[config.mk]
export PLATFORM = sky130hd
export DESIGN_NAME = pattern_serializer
export DESIGN_NICKNAME = d
export VERILOG_FILES = /design/src/rtl/pattern_serializer.sv
export SDC_FILE = /design/constraint.sdc
export NUM_CORES = 1
export LEC_CHECK = 0
export BUFFER_PORTS_ARGS = -buffer_cell sky130_fd_sc_hd__buf_4
export CORE_UTILIZATION = 50
export CTS_CLUSTER_DIAMETER = 200
export DETAILED_ROUTE_END_ITERATION = 16
export PLACE_DENSITY_LB_ADDON = 0.12
export SETUP_SLACK_MARGIN = 0.05
export SLEW_MARGIN = 20
export SYNTH_ARGS = -nofsm -noshare
export SYNTH_HDL_FRONTEND = slang
export SYNTH_SLANG_ARGS = --single-unit
[constraint.sdc]
create_clock -name clk -period 1.72 [get_ports clk]
set_input_delay 0.258 -clock clk [delete_from_list [all_inputs] [get_ports clk]]
set_output_delay 0.258 -clock clk [all_outputs]
set_load 0.02 [all_outputs]
[src/rtl/pattern_serializer.sv]
`default_nettype none
// ============================================================================
// Module   : pattern_serializer
// Brief    : Decodes a 3-bit select into an 8-bit code word and shifts it out
//            MSB-first on a serial line, optionally followed by even parity.
// Revision : 1.0 - initial release
// ============================================================================
module pattern_serializer #(
    parameter int unsigned PARITY = 0,
    parameter logic [7:0]  PAT_A  = 8'b10001101,
    parameter logic [7:0]  PAT_B  = 8'b00110010,
    parameter logic [7:0]  PAT_D  = 8'b11000101
) (
    input  logic       clk,
    input  logic       rst,
    input  logic       sel_valid,
    input  logic [2:0] sel,
    output logic       sel_ready,
    output logic       ser_out,
    output logic       ser_valid,
    output logic       frame_start,
    output logic       busy,
    output logic [7:0] frame_cnt
);

    localparam logic [2:0] c_LAST_BIT = 3'd7;

    typedef enum logic [1:0] {
        ST_IDLE  = 2'd0,
        ST_SHIFT = 2'd1,
        ST_PAR   = 2'd2,
        ST_GAP   = 2'd3
    } state_t;

    state_t     state_q;
    logic [7:0] shift_q;
    logic [7:0] data_q;
    logic [2:0] bit_cnt_q;
    logic [7:0] frame_cnt_q;
    logic       sel_ready_q;
    logic       ser_out_q;
    logic       ser_valid_q;
    logic       frame_start_q;
    logic       busy_q;

    logic [7:0] w_code;
    logic       w_accept;

    // Wildcard rule A (1?0) outranks the exact match of rule B.
    always_comb begin
        if (sel[2] && !sel[0]) begin
            w_code = PAT_A;
        end else if (sel == 3'b101) begin
            w_code = PAT_B;
        end else begin
            w_code = PAT_D;
        end
    end

    assign w_accept = sel_valid && sel_ready_q;

    always_ff @(posedge clk or posedge rst) begin
        if (rst) begin
            state_q       <= ST_GAP;
            shift_q       <= 8'd0;
            data_q        <= 8'd0;
            bit_cnt_q     <= 3'd0;
            frame_cnt_q   <= 8'd0;
            sel_ready_q   <= 1'b0;
            ser_out_q     <= 1'b0;
            ser_valid_q   <= 1'b0;
            frame_start_q <= 1'b0;
            busy_q        <= 1'b0;
        end else begin
            frame_start_q <= 1'b0;
            case (state_q)
                ST_IDLE: begin
                    ser_valid_q <= 1'b0;
                    ser_out_q   <= 1'b0;
                    if (w_accept) begin
                        shift_q     <= w_code;
                        data_q      <= w_code;
                        bit_cnt_q   <= 3'd0;
                        frame_cnt_q <= frame_cnt_q + 8'd1;
                        sel_ready_q <= 1'b0;
                        busy_q      <= 1'b1;
                        state_q     <= ST_SHIFT;
                    end
                end
                ST_SHIFT: begin
                    ser_valid_q   <= 1'b1;
                    ser_out_q     <= shift_q[7];
                    frame_start_q <= (bit_cnt_q == 3'd0);
                    shift_q       <= {shift_q[6:0], 1'b0};
                    bit_cnt_q     <= bit_cnt_q + 3'd1;
                    if (bit_cnt_q == c_LAST_BIT) begin
                        if (PARITY != 0) begin
                            state_q <= ST_PAR;
                        end else begin
                            busy_q  <= 1'b0;
                            state_q <= ST_GAP;
                        end
                    end
                end
                ST_PAR: begin
                    // Parity comes from the word latched at accept, not live sel.
                    ser_valid_q <= 1'b1;
                    ser_out_q   <= ^data_q;
                    busy_q      <= 1'b0;
                    state_q     <= ST_GAP;
                end
                default: begin
                    ser_valid_q <= 1'b0;
                    ser_out_q   <= 1'b0;
                    busy_q      <= 1'b0;
                    sel_ready_q <= 1'b1;
                    state_q     <= ST_IDLE;
                end
            endcase
        end
    end

    assign sel_ready   = sel_ready_q;
    assign ser_out     = ser_out_q;
    assign ser_valid   = ser_valid_q;
    assign frame_start = frame_start_q;
    assign busy        = busy_q;
    assign frame_cnt   = frame_cnt_q;

endmodule
`default_nettype wire

==> qor.log <==
INFO  floorplan      die-width=55.4µm
INFO  yosys          synth_top_flop_cell=sky130_fd_sc_hd__dfrtp_1
INFO  layout         antenna_cells=0
INFO  cts            clkLatencyLatePin=0.33ns
INFO  timing         rsz0062_at_grt=yes
INFO  status         outcome=complete, no violations
INFO  placement      gp_congestion=0.792
INFO  power          power.density_cell_area=1780nW/µm²
INFO  drt            vias_per_cell=5.38
INFO  critical_path  worstPathCellList=inv_1, ha_2, buf_4, inv_1, nor2_1, mux2_2
INFO  critical_path  setup.worst_path.end_class=flop
INFO  timing         final_hold_viol_count=0
INFO  placement      total_of_buffers_placed_on_input_and_output_ports=18
INFO  drt            drtPass1Iterations=4
INFO  yosys          synth-edff-count=0
INFO  grt            grt_first_pass_wirelength=4320µm
INFO  critical_path  worstPathBufferInverterCount=3
INFO  yosys          synth.avg_cell_area=10.7µm²
INFO  layout         layoutNonFillerInstCount=190
INFO  yosys          leading_cell_types_by_count_after_synthesis=sky130_fd_sc_hd__dfrtp_1, sky130_fd_sc_hd__nand2_1, sky130_fd_sc_hd__o21ai_0
INFO  placement      number_of_placed_instances_taps_included=181
INFO  yosys          post_synth_num_cell_types=29
INFO  grt            largest_net_degree_at_the_start_of_global_routing=31
INFO  yosys          synthesis.area=1430µm²
INFO  grt            antenna_violations_before_repair=0
INFO  timing         worst_slew_margin_rel=0.748
INFO  yosys          synth-warning-count=0
INFO  critical_path  timing.critical_path.mode_cell=sky130_fd_sc_hd__inv_1
INFO  cts            cts.repair_timing.setup_buffer_count=0
INFO  grt            overflow=0
INFO  yosys          seq_area_frac_synth=0.529
INFO  floorplan      die_area=3070µm²
INFO  yosys          post_synth_inst_count=133
INFO  drt            drt_wl_total=2620µm
INFO  layout         num-nets-final=173
INFO  cts            htree_num_levels=2
INFO  timing         setup_total_negative_slack=0ns
INFO  drt            detailroute.wirelength.met2=1190µm
INFO  critical_path  critical-path-max-stage-delay=0.56ns
INFO  timing         period_needed=1.60ns
INFO  floorplan      ioPinCount=19
INFO  drt            antenna_violating_nets_left=0
INFO  critical_path  crit_path_max_fo=8
INFO  drt            top_signal_layer_used=met4
INFO  layout         ratio_of_cells_with_drive_above_1_in_the_final_layout=0.294
INFO  cts            clock_tree_from_tritoncts=yes
INFO  power          power.static_leakage=0.858nW
INFO  timing         setup_clock_skew_after_layout=0.00647ns
INFO  drt            route.met3.wl=118µm
INFO  floorplan      floorplan.core_area=2590µm²
INFO  yosys          yosys_register_bits=30
INFO  cts            clock_path_buffers=2
INFO  timing         layout_worst_path_cycle_share=0.931
INFO  timing         max_freq=625MHz
INFO  critical_path  criticalPathCategory=flop to flop
INFO  cts            clk_pin_slew_worst_paths=0.09ns
INFO  yosys          synth_area_leaders=sky130_fd_sc_hd__dfrtp_1, sky130_fd_sc_hd__ha_1, sky130_fd_sc_hd__o21ai_0
INFO  critical_path  worstPathArrival=1.82ns
INFO  run            cap_viol_max_count=0
INFO  layout         layout.filler_cells=220
INFO  timing         tightest_slew=0.378ns
INFO  yosys          nets_in_the_synthesized_netlist=147
INFO  cts            clock_sinks=30
INFO  timing         final_slew_viol_count=0
INFO  critical_path  worst_path_top_cell_family_by_delay=flip-flops
INFO  cts            cts_root_buffer=sky130_fd_sc_hd__clkbuf_4
INFO  drt            wl_per_cell=13.8µm
INFO  grt            grt_util_all_layers=0.185
INFO  floorplan      rows=18
INFO  layout         synthToLayoutAreaGrowth=20.2%
INFO  yosys          netlist.area_leader.share=0.492
INFO  floorplan      floorplan.initialDensity=0.550
INFO  drt            wl_met1=1250µm
INFO  drt            drc_errors=0
INFO  drt            initialDrtViolationCount=29
INFO  power          max-vdd-ir-drop=1.30mV
INFO  critical_path  worstSetupStartpointType=flop
INFO  floorplan      fp.dieH=55.4µm
INFO  drt            routed-via-count=1022
INFO  grt            first_global_vias=968
INFO  timing         final-setup-viol-count=0
INFO  critical_path  worst-endpoint-required=1.94ns
INFO  cts            numCtsBuffers=5
INFO  yosys          synth_top_area_cell=sky130_fd_sc_hd__dfrtp_1
INFO  critical_path  crit_path_top_delay_cell=sky130_fd_sc_hd__dfstp_2
INFO  yosys          async_set_or_reset_register_ratio_after_synthesis=1.00
INFO  min_path       min_path_type=input pin to flop
INFO  placement      dpl.hpwl=1850µm
INFO  yosys          most_numerous_cell_in_the_yosys_netlist=sky130_fd_sc_hd__dfrtp_1
## placed cells by master (no fill, tap or decap), types with 4 or more instances in the layout
cell type / Yosys / final
sky130_fd_sc_hd__clkbuf_4: 0 / 5
sky130_fd_sc_hd__a21oi_1: 4 / 4
sky130_fd_sc_hd__ha_1: 8 / 6
sky130_fd_sc_hd__xnor2_1: 5 / 5
sky130_fd_sc_hd__xor2_1: 5 / 5
sky130_fd_sc_hd__inv_1: 8 / 8
sky130_fd_sc_hd__nand2_1: 12 / 11
sky130_fd_sc_hd__nor2_1: 8 / 7
sky130_fd_sc_hd__nand3_1: 9 / 9
sky130_fd_sc_hd__o21ai_0: 12 / 12
sky130_fd_sc_hd__mux2_2: 4 / 4
sky130_fd_sc_hd__dfrtp_1: 28 / 28
sky130_fd_sc_hd__buf_4: 0 / 24
## area by class of cell
| cell class | instances | area, µm² | share of cell area |
|---|---|---|---|
| flip-flops and latches | 30 | 753 | 0.440 |
| multi-input cells | 89 | 623 | 0.364 |
| repair buffers | 25 | 190 | 0.111 |
| clock buffers | 8 | 78.8 | 0.0460 |
| well taps | 30 | 37.5 | 0.0219 |
| inverters | 8 | 30.0 | 0.0175 |
## flip-flops by register name (all words and copies together), names as in the netlist
name	count
frame_cnt	8
shift_q	8
data_q	4
bit_cnt_q	3
state_q	2
busy	1
frame_start	1
sel_ready	1
ser_out	1
ser_valid	1
## path summary, 6_finish.rpt
check                             start      endpoint  slack [ns]  cells past startpoint
max                          state_q[1]  bit_cnt_q[0]        0.12                      6
min                           sel_valid     sel_ready        0.25                      4
max reg2reg                  state_q[1]  bit_cnt_q[0]        0.12                      6
min reg2reg                bit_cnt_q[2]   frame_start        0.46                      1
max in group asynchronous           rst    state_q[0]        0.84                      4
min in group asynchronous           rst    shift_q[2]        0.56                      4
## report_power, final
| group | leakage [nW] | switching (W) | total [W] | internal [W] |
|---|---|---|---|---|
| registers | 0.378 | 0.000196 | 0.00120 | 0.00101 |
| clock network | 0.0446 | 0.000237 | 0.000516 | 0.000279 |
| logic | 0.436 | 0.000698 | 0.00134 | 0.000641 |
| total | 0.858 | 0.00113 | 0.00306 | 0.00193 |
## per-layer routing
metal	global-route usage	vias up
met5	0	-
met4	0.0750	0
met3	0.0726	6
met2	0.274	27
met1	0.243	484
li1	-	505
## stage by stage
| stage | utilization | setup WS, ns | power [W] | hold slack, ns | area (µm²) |
|---|---|---|---|---|---|
| final | 0.661 | 0.119 | 0.00306 | 0.251 | 1710 |
| after global routing | 0.661 | 0.0321 | 0.00328 | 0.262 | 1710 |
| after CTS | 0.654 | 0.0567 | 0.00304 | 0.234 | 1690 |
| after detailed placement | 0.619 | 0.0694 | 0.00251 | 0.366 | 1600 |
| after global placement | 0.619 | 0.121 | 0.00247 | 0.357 | 1600 |
| after floorplan | - | 0.0521 | 0.00217 | 0.347 | 1430 |
## tightest hold or removal path: stages
cell and delay [ns]:
sky130_fd_sc_hd__buf_4 0.12, sky130_fd_sc_hd__inv_1 0.04, sky130_fd_sc_hd__o21ai_0 0.06, sky130_fd_sc_hd__o21ai_0 0.06
## timing repair
item / CTS / global route
resized for setup: 0 / 6
endpoints found under the hold margin: 9 / 0
setup endpoints to repair: 0 / 7
hold buffers: 1 / 0
## cell families (layout without fill, tap and decap cells)
group,count (synthesis),count (layout),synth area share
xor gates and xnor gates,10,10,0.0615
DFF,30,30,0.529
AOI/OAI and AO/OA,23,23,0.100
adders and majority gates,8,8,0.0702
muxes,5,5,0.0386
and+or+nand+nor,43,43,0.151
buffers and inverters,14,41,0.0500
No activity file was read; power rests on OpenSTA's default activity.
